File: src/rtl/ui_cond_pkg.sv
// Shared constants and helpers for the ui_in input conditioning stage.
//   UI_WIDTH            default number of conditioned input bits
//   UI_SYNC_STAGES      default synchroniser depth
//   UI_DEBOUNCE_CYCLES  default number of consecutive mismatch cycles before acceptance
//   cnt_width()         debounce counter width for a given debounce length
package ui_cond_pkg;

  localparam int unsigned UI_WIDTH           = 8;
  localparam int unsigned UI_SYNC_STAGES     = 2;
  localparam int unsigned UI_DEBOUNCE_CYCLES = 16;

  // Counter must hold 0..cycles-1; sized as clog2(cycles+1), never below 1 bit.
  function automatic int unsigned cnt_width(input int unsigned cycles);
    int unsigned w;
    w = int'($clog2(cycles + 1));
    if (w < 1) w = 1;
    return w;
  endfunction

endpackage

File: src/rtl/debounce_bit.sv
// Single-bit input conditioner: synchroniser chain, debounce counter,
// stable level register and registered rise/fall strobes.
// Ports:
//   clk, rst_n  clock and synchronous active-low reset
//   ena         debounce count enable (synchroniser always runs)
//   raw         asynchronous input pin
//   level       debounced stable level (registered)
//   rise, fall  one-cycle strobes, high in the first cycle level shows its new value
//   edge_c      combinational next-cycle strobe (rise|fall), for a registered OR upstream
module debounce_bit
  import ui_cond_pkg::*;
#(
  parameter int unsigned SYNC_STAGES     = UI_SYNC_STAGES,
  parameter int unsigned DEBOUNCE_CYCLES = UI_DEBOUNCE_CYCLES,
  parameter logic        RESET_LEVEL     = 1'b0
) (
  input  logic clk,
  input  logic rst_n,
  input  logic ena,
  input  logic raw,
  output logic level,
  output logic rise,
  output logic fall,
  output logic edge_c
);

  localparam int unsigned CNT_W = cnt_width(DEBOUNCE_CYCLES);
  localparam int unsigned LAST  = (DEBOUNCE_CYCLES > 0) ? DEBOUNCE_CYCLES - 1 : 0;
  localparam logic [CNT_W-1:0] CNT_LAST = CNT_W'(LAST);

  // Reject illegal configurations at elaboration.
  generate
    if (SYNC_STAGES < 2) begin : g_bad_sync
      $error("debounce_bit: SYNC_STAGES must be 2 or more");
    end
    if (DEBOUNCE_CYCLES < 1) begin : g_bad_debounce
      $error("debounce_bit: DEBOUNCE_CYCLES must be 1 or more");
    end
  endgenerate

  logic [SYNC_STAGES-1:0] sync_r;
  logic                   sync_q;
  logic [CNT_W-1:0]       cnt_q;
  logic [CNT_W-1:0]       cnt_d;
  logic                   level_q;
  logic                   level_d;
  logic                   rise_q;
  logic                   fall_q;
  logic                   rise_c;
  logic                   fall_c;

  // Synchroniser: raw enters at bit 0, sync_q is the last stage.
  always_ff @(posedge clk) begin
    if (!rst_n) begin
      sync_r <= {SYNC_STAGES{RESET_LEVEL}};
    end else begin
      sync_r <= {sync_r[SYNC_STAGES-2:0], raw};
    end
  end

  assign sync_q = sync_r[SYNC_STAGES-1];

  // Debounce next-state: count consecutive mismatches, accept on the last one.
  always_comb begin
    cnt_d   = cnt_q;
    level_d = level_q;
    rise_c  = 1'b0;
    fall_c  = 1'b0;
    if (ena) begin
      if (sync_q == level_q) begin
        cnt_d = '0;
      end else if (cnt_q == CNT_LAST) begin
        cnt_d   = '0;
        level_d = sync_q;
        rise_c  = sync_q;
        fall_c  = ~sync_q;
      end else begin
        cnt_d = cnt_q + CNT_W'(1);
      end
    end
  end

  // Debounce state and strobe registers.
  always_ff @(posedge clk) begin
    if (!rst_n) begin
      cnt_q   <= '0;
      level_q <= RESET_LEVEL;
      rise_q  <= 1'b0;
      fall_q  <= 1'b0;
    end else begin
      cnt_q   <= cnt_d;
      level_q <= level_d;
      rise_q  <= rise_c;
      fall_q  <= fall_c;
    end
  end

  assign level  = level_q;
  assign rise   = rise_q;
  assign fall   = fall_q;
  assign edge_c = rise_c | fall_c;

endmodule

File: src/rtl/ui_in_conditioner.sv
// Input conditioning stage in front of the chip core: per-bit synchronise,
// debounce, stable level and rise/fall strobes for the ui_in pins.
// Ports:
//   clk, rst_n  clock and synchronous active-low reset
//   ena         debounce count enable
//   raw_in      asynchronous input pins
//   level_out   debounced stable levels
//   rise_out    one-cycle 0->1 strobes of level_out
//   fall_out    one-cycle 1->0 strobes of level_out
//   any_edge    OR of all strobes, registered in the same cycle as them
module ui_in_conditioner
  import ui_cond_pkg::*;
#(
  parameter int unsigned WIDTH           = UI_WIDTH,
  parameter int unsigned SYNC_STAGES     = UI_SYNC_STAGES,
  parameter int unsigned DEBOUNCE_CYCLES = UI_DEBOUNCE_CYCLES,
  parameter logic        RESET_LEVEL     = 1'b0
) (
  input  logic             clk,
  input  logic             rst_n,
  input  logic             ena,
  input  logic [WIDTH-1:0] raw_in,
  output logic [WIDTH-1:0] level_out,
  output logic [WIDTH-1:0] rise_out,
  output logic [WIDTH-1:0] fall_out,
  output logic             any_edge
);

  generate
    if (WIDTH < 1) begin : g_bad_width
      $error("ui_in_conditioner: WIDTH must be 1 or more");
    end
  endgenerate

  logic [WIDTH-1:0] edge_c;
  logic             any_edge_q;

  // One independent conditioner per input bit.
  for (genvar i = 0; i < int'(WIDTH); i++) begin : g_bit
    debounce_bit #(
      .SYNC_STAGES    (SYNC_STAGES),
      .DEBOUNCE_CYCLES(DEBOUNCE_CYCLES),
      .RESET_LEVEL    (RESET_LEVEL)
    ) u_bit (
      .clk   (clk),
      .rst_n (rst_n),
      .ena   (ena),
      .raw   (raw_in[i]),
      .level (level_out[i]),
      .rise  (rise_out[i]),
      .fall  (fall_out[i]),
      .edge_c(edge_c[i])
    );
  end

  // OR the next-cycle strobes so any_edge lands in the same cycle as rise/fall.
  always_ff @(posedge clk) begin
    if (!rst_n) begin
      any_edge_q <= 1'b0;
    end else begin
      any_edge_q <= |edge_c;
    end
  end

  assign any_edge = any_edge_q;

endmodule

File: config.mk
export PLATFORM = sky130hd
export DESIGN_NAME = ui_in_conditioner
export DESIGN_NICKNAME = d
export VERILOG_FILES = /design/src/rtl/ui_cond_pkg.sv /design/src/rtl/debounce_bit.sv /design/src/rtl/ui_in_conditioner.sv
export SDC_FILE = /design/constraint.sdc
export NUM_CORES = 1
export LEC_CHECK = 0
export CORE_UTILIZATION = 38
export CTS_CLUSTER_SIZE = 12
export DETAILED_ROUTE_END_ITERATION = 7
export PLACE_DENSITY = 0.61
export SYNTH_ARGS = -nofsm -noshare
export SYNTH_HDL_FRONTEND = slang
export SYNTH_SLANG_ARGS = --single-unit
File: constraint.sdc
create_clock -name clk -period 3.3 [get_ports clk]
set_clock_uncertainty 0.05 [all_clocks]
set_input_delay 0.66 -clock clk [delete_from_list [all_inputs] [get_ports clk]]
set_output_delay 0.66 -clock clk [all_outputs]
set_load 0.02 [all_outputs]
==> parameters.txt <==
Parameter                              Value

Floorplanning
  Full die area    9770 um2
  Floorplan core area    8890 um2
  FP Rows    34
  Initial Util    40.1%
  Number of top-level design ports    36
  Height of the die    98.8 um
  Die W    98.8 um

Outcome
  Status    complete, no violations

Pwr
  Maximum vdd ir drop    0.204 mV
  Cell-internal power    1.39 mW
  Combinational share of power    4.1%
  Switching power    0.398 mW
  Pleak    1.54 nW
  Clock share of power    40.1%
  Proportion of total power due to net switching    22.3%
  PD cells    446 nW/um2
  Sequential power share    55.8%

GRT
  Total global-route track usage    13.8%
  Pin count of the biggest net entering global routing    53
  Antenna violations before repair    0
  Via count of the first global-routing pass    2,280
  Global-route wire length before repair    10.7 mm
  Leftover overflow at the end of global routing    0

Synthesis
  Most used DFF post-synth    sky130_fd_sc_hd__dfxtp_1
  Library cell occupying the most area in the post-synthesis netlist    sky130_fd_sc_hd__dfxtp_1
  Synthesized netlist net count    395
  Asr flop ratio synth    0%
  Library cells used by synthesis    36
  Share of Yosys cell area claimed by the top area cell type    45.5%
  Post-synth design cell area    3560 um2
  Cell count after synthesis    376
  Portion of the post-synthesis area used by sequential elements    45.5%
  Mean instance size in the synthesized netlist    9.47 um2
  Post-synth EDFFs    0
  Seq cells post-synth    81
  Area contributors post-synth    sky130_fd_sc_hd__dfxtp_1 (46%), sky130_fd_sc_hd__and2_1 (5.4%), sky130_fd_sc_hd__buf_4 (5.1%)
  Count of synthesis-stage warnings from yosys    0

Layout
  Number of nets in the layout    404
  Fraction of final layout cells sized beyond drive strength 1    8.72%
  Fill cell instance count of the final layout    846
  Synthesis-to-layout area growth    12.5%
  Antenna Diode Count    0

Critical path
  Path type of the worst setup path    reg -> out
  Worst EP arrival    1.42 ns
  Buffers & Inverters on Critical Path    1
  Slowest cell on the critical path    sky130_fd_sc_hd__clkdlybuf4s50_1
  Critical Path Sink Type    primary output
  Data required time of the critical path    2.59 ns
  Critical path, cell by cell    clkdlybuf4s50_1
  Critical path launch point type    register
  Largest stage delay on the critical path    0.64 ns
  Largest delay share family, worst path    buffers and inverters
  Highest net fanout along the worst path    4

Clock network
  Clock Sinks    81
  Post-CTS setup-driven buffer insertion count    0
  CTS clock-pin slew for the worst setup and hold paths    0.08 ns
  PostCTS Resize Cnt    0
  H-tree depth    3
  Cell at the root of the clock tree    sky130_fd_sc_hd__clkbuf_8
  Quantity of hold-fixing buffers added after cts    0
  TritonCTS clock tree    yes
  Clk buf depth    2
  Total CTS buffers    9
  Clock network latency to the later pin of the worst-skew pair    0.35 ns

Timing
  Slew margin rel.    43.1%
  Hold Slack    0.382 ns
  RSZ-0062 raised after global routing    false
  Highest clock frequency the design can meet    0.471 GHz
  Transition time at the pin with the least slew margin    0.853 ns
  Final hold violations    0
  Tmin final    2.13 ns
  Endpoints failing setup    0
  Setup TNS Final    0 ns
  Max Transition Viols Final    0
  Share of the cycle needed by the critical path after routing    64.4%

Routing
  Sum of routed wire length over all layers    6.18 mm
  Number of nets still failing antenna checks after routing    0
  1st-iter DRT viols    121
  Routed wire length on met3    195 um
  Uppermost layer routed    met4
  Via/cell ratio    4.91
  Drt drc    0
  Count of TritonRoute iterations in the first routing pass    4
  M1 WL    3.11 mm
  Via count    2,443
  Detailed-route wire length per cell    12.4 um
  Detailed-routed wire length on met2    2.81 mm

Run
  Max_cap viols    0

Min path
  Kind of path behind the tightest hold check    reg -> reg

Place
  Count of buffers inserted at the top-level ports    35
  Weighted congestion at the end of routability-driven global placement    0.763
  Total half-perimeter wirelength after legalization and detailed placement    4.08 mm
## layer usage
metal / vias up / GRT usage, %
met1: 1137 / 17.6
met4: 0 / 5.17
met2: 26 / 21.6
met5: - / 0
li1: 1274 / -
met3: 6 / 4.89
## metrics by stage
| stage | area, um2 | cells | setup WS (ns) | utilization, % | power, mW |
|---|---|---|---|---|---|
| 2_1_floorplan | 3560 | 376 | 1.55 | - | 1.07 |
| 6_report | 4010 | 498 | 1.17 | 45.1 | 1.79 |
| 4_1_cts | 4010 | 498 | 1.14 | 45.1 | 1.82 |
| 3_3_place_gp | 3810 | 482 | 1.08 | 42.9 | 1.09 |
| 5_1_grt | 4010 | 498 | 1.09 | 45.1 | 1.87 |
| 3_5_place_dp | 3810 | 482 | 1.05 | 42.9 | 1.09 |
## final timing paths
kind                                          endpoint  slack (ns)  depth (start not counted)                            startpoint
setup / recovery                          level_out[4]        1.17                          1     g_bit[4].u_bit.level$_SDFFE_PN0P_
setup reg to reg                   any_edge$_SDFF_PN0_        1.67                          5  g_bit[0].u_bit.cnt_q[0]$_SDFFE_PN0P_
hold / removal    g_bit[7].u_bit.cnt_q[4]$_SDFFE_PN0P_        0.38                          2  g_bit[7].u_bit.cnt_q[4]$_SDFFE_PN0P_
hold reg to reg   g_bit[7].u_bit.cnt_q[4]$_SDFFE_PN0P_        0.38                          2  g_bit[7].u_bit.cnt_q[4]$_SDFFE_PN0P_
## final cells by class
class	instances	area, um2	area share [%]
Timing Repair Buffer	38	363	9.05
Clock inverter	5	55.1	1.37
Sequential cell	81	1620	40.4
Inverter	17	63.8	1.59
Clock buffer	11	141	3.53
Tap cell	108	135	3.37
Multi-Input combinational cell	238	1630	40.6
## registers in the layout (all words and copies together), names as in the netlist
register,count
any_edge,1
g_bit.u_bit.cnt_q,40
g_bit.u_bit.level,8
g_bit.u_bit.rise,8
g_bit.u_bit.sync_r,16
g_bit.u_bit.fall,8
## Yosys cell counts, types with 8 or more instances
cell type / number
sky130_fd_sc_hd__a21oi_1: 12
sky130_fd_sc_hd__and2_1: 31
sky130_fd_sc_hd__and3_1: 9
sky130_fd_sc_hd__buf_4: 24
sky130_fd_sc_hd__clkbuf_1: 10
sky130_fd_sc_hd__dfxtp_1: 81
sky130_fd_sc_hd__ha_1: 8
sky130_fd_sc_hd__inv_1: 17
sky130_fd_sc_hd__mux2i_1: 16
sky130_fd_sc_hd__nand2_1: 32
sky130_fd_sc_hd__nand3_1: 20
sky130_fd_sc_hd__nand4b_1: 10
sky130_fd_sc_hd__nor2_1: 9
sky130_fd_sc_hd__nor2b_1: 18
sky130_fd_sc_hd__o21ai_0: 8
## power by group through the flow
stage / clock [mW] / combinational, mW / sequential [mW]
4_1_cts: 0.746 / 0.0738 / 0.997
6_report: 0.718 / 0.0726 / 0.997
2_1_floorplan: 0 / 0.0527 / 1.02
5_1_grt: 0.793 / 0.0821 / 0.999
3_3_place_gp: 0 / 0.0728 / 1.02
3_5_place_dp: 0 / 0.0736 / 1.02
## cells in the final DEF (no fill, tap or decap), drive strengths merged
cell type / Yosys / final
xor2: 7 / 7
a31o: 1 / 1
o211ai: 2 / 2
bufinv: 0 / 1
clkinv: 0 / 2
nand2: 32 / 32
nand3b: 7 / 7
nand4: 1 / 1
nand3: 20 / 20
or2: 1 / 1
o41a: 1 / 1
nor3b: 8 / 8
and4b: 4 / 4
and2b: 1 / 1
buf: 30 / 5
a21boi: 8 / 8
dfxtp: 81 / 81
xnor2: 8 / 8
and3b: 2 / 2
and2: 31 / 31
nor2b: 18 / 18
and3: 10 / 10
clkinvlp: 0 / 2
a21oi: 12 / 12
clkbuf: 10 / 11
inv: 17 / 17
o22ai: 6 / 6
nor2: 9 / 9
mux2i: 16 / 16
nand4b: 10 / 10
clkdlybuf4s50: 0 / 33
o221a: 6 / 6
ha: 8 / 8
or3b: 1 / 1
o21ai: 8 / 8
## logic make-up after synthesis
group	after synthesis	synth area share (%)
AND/OR/NAND/NOR	155	26.1
AO/OA/AOI/OAI	44	8.43
XOR/XNOR	15	3.90
flip-flops	81	45.5
multiplexers	16	4.50
buffers and inverters	57	8.75
adder cells (fa/ha/maj)	8	2.81
(Power assumes the default switching activity.)
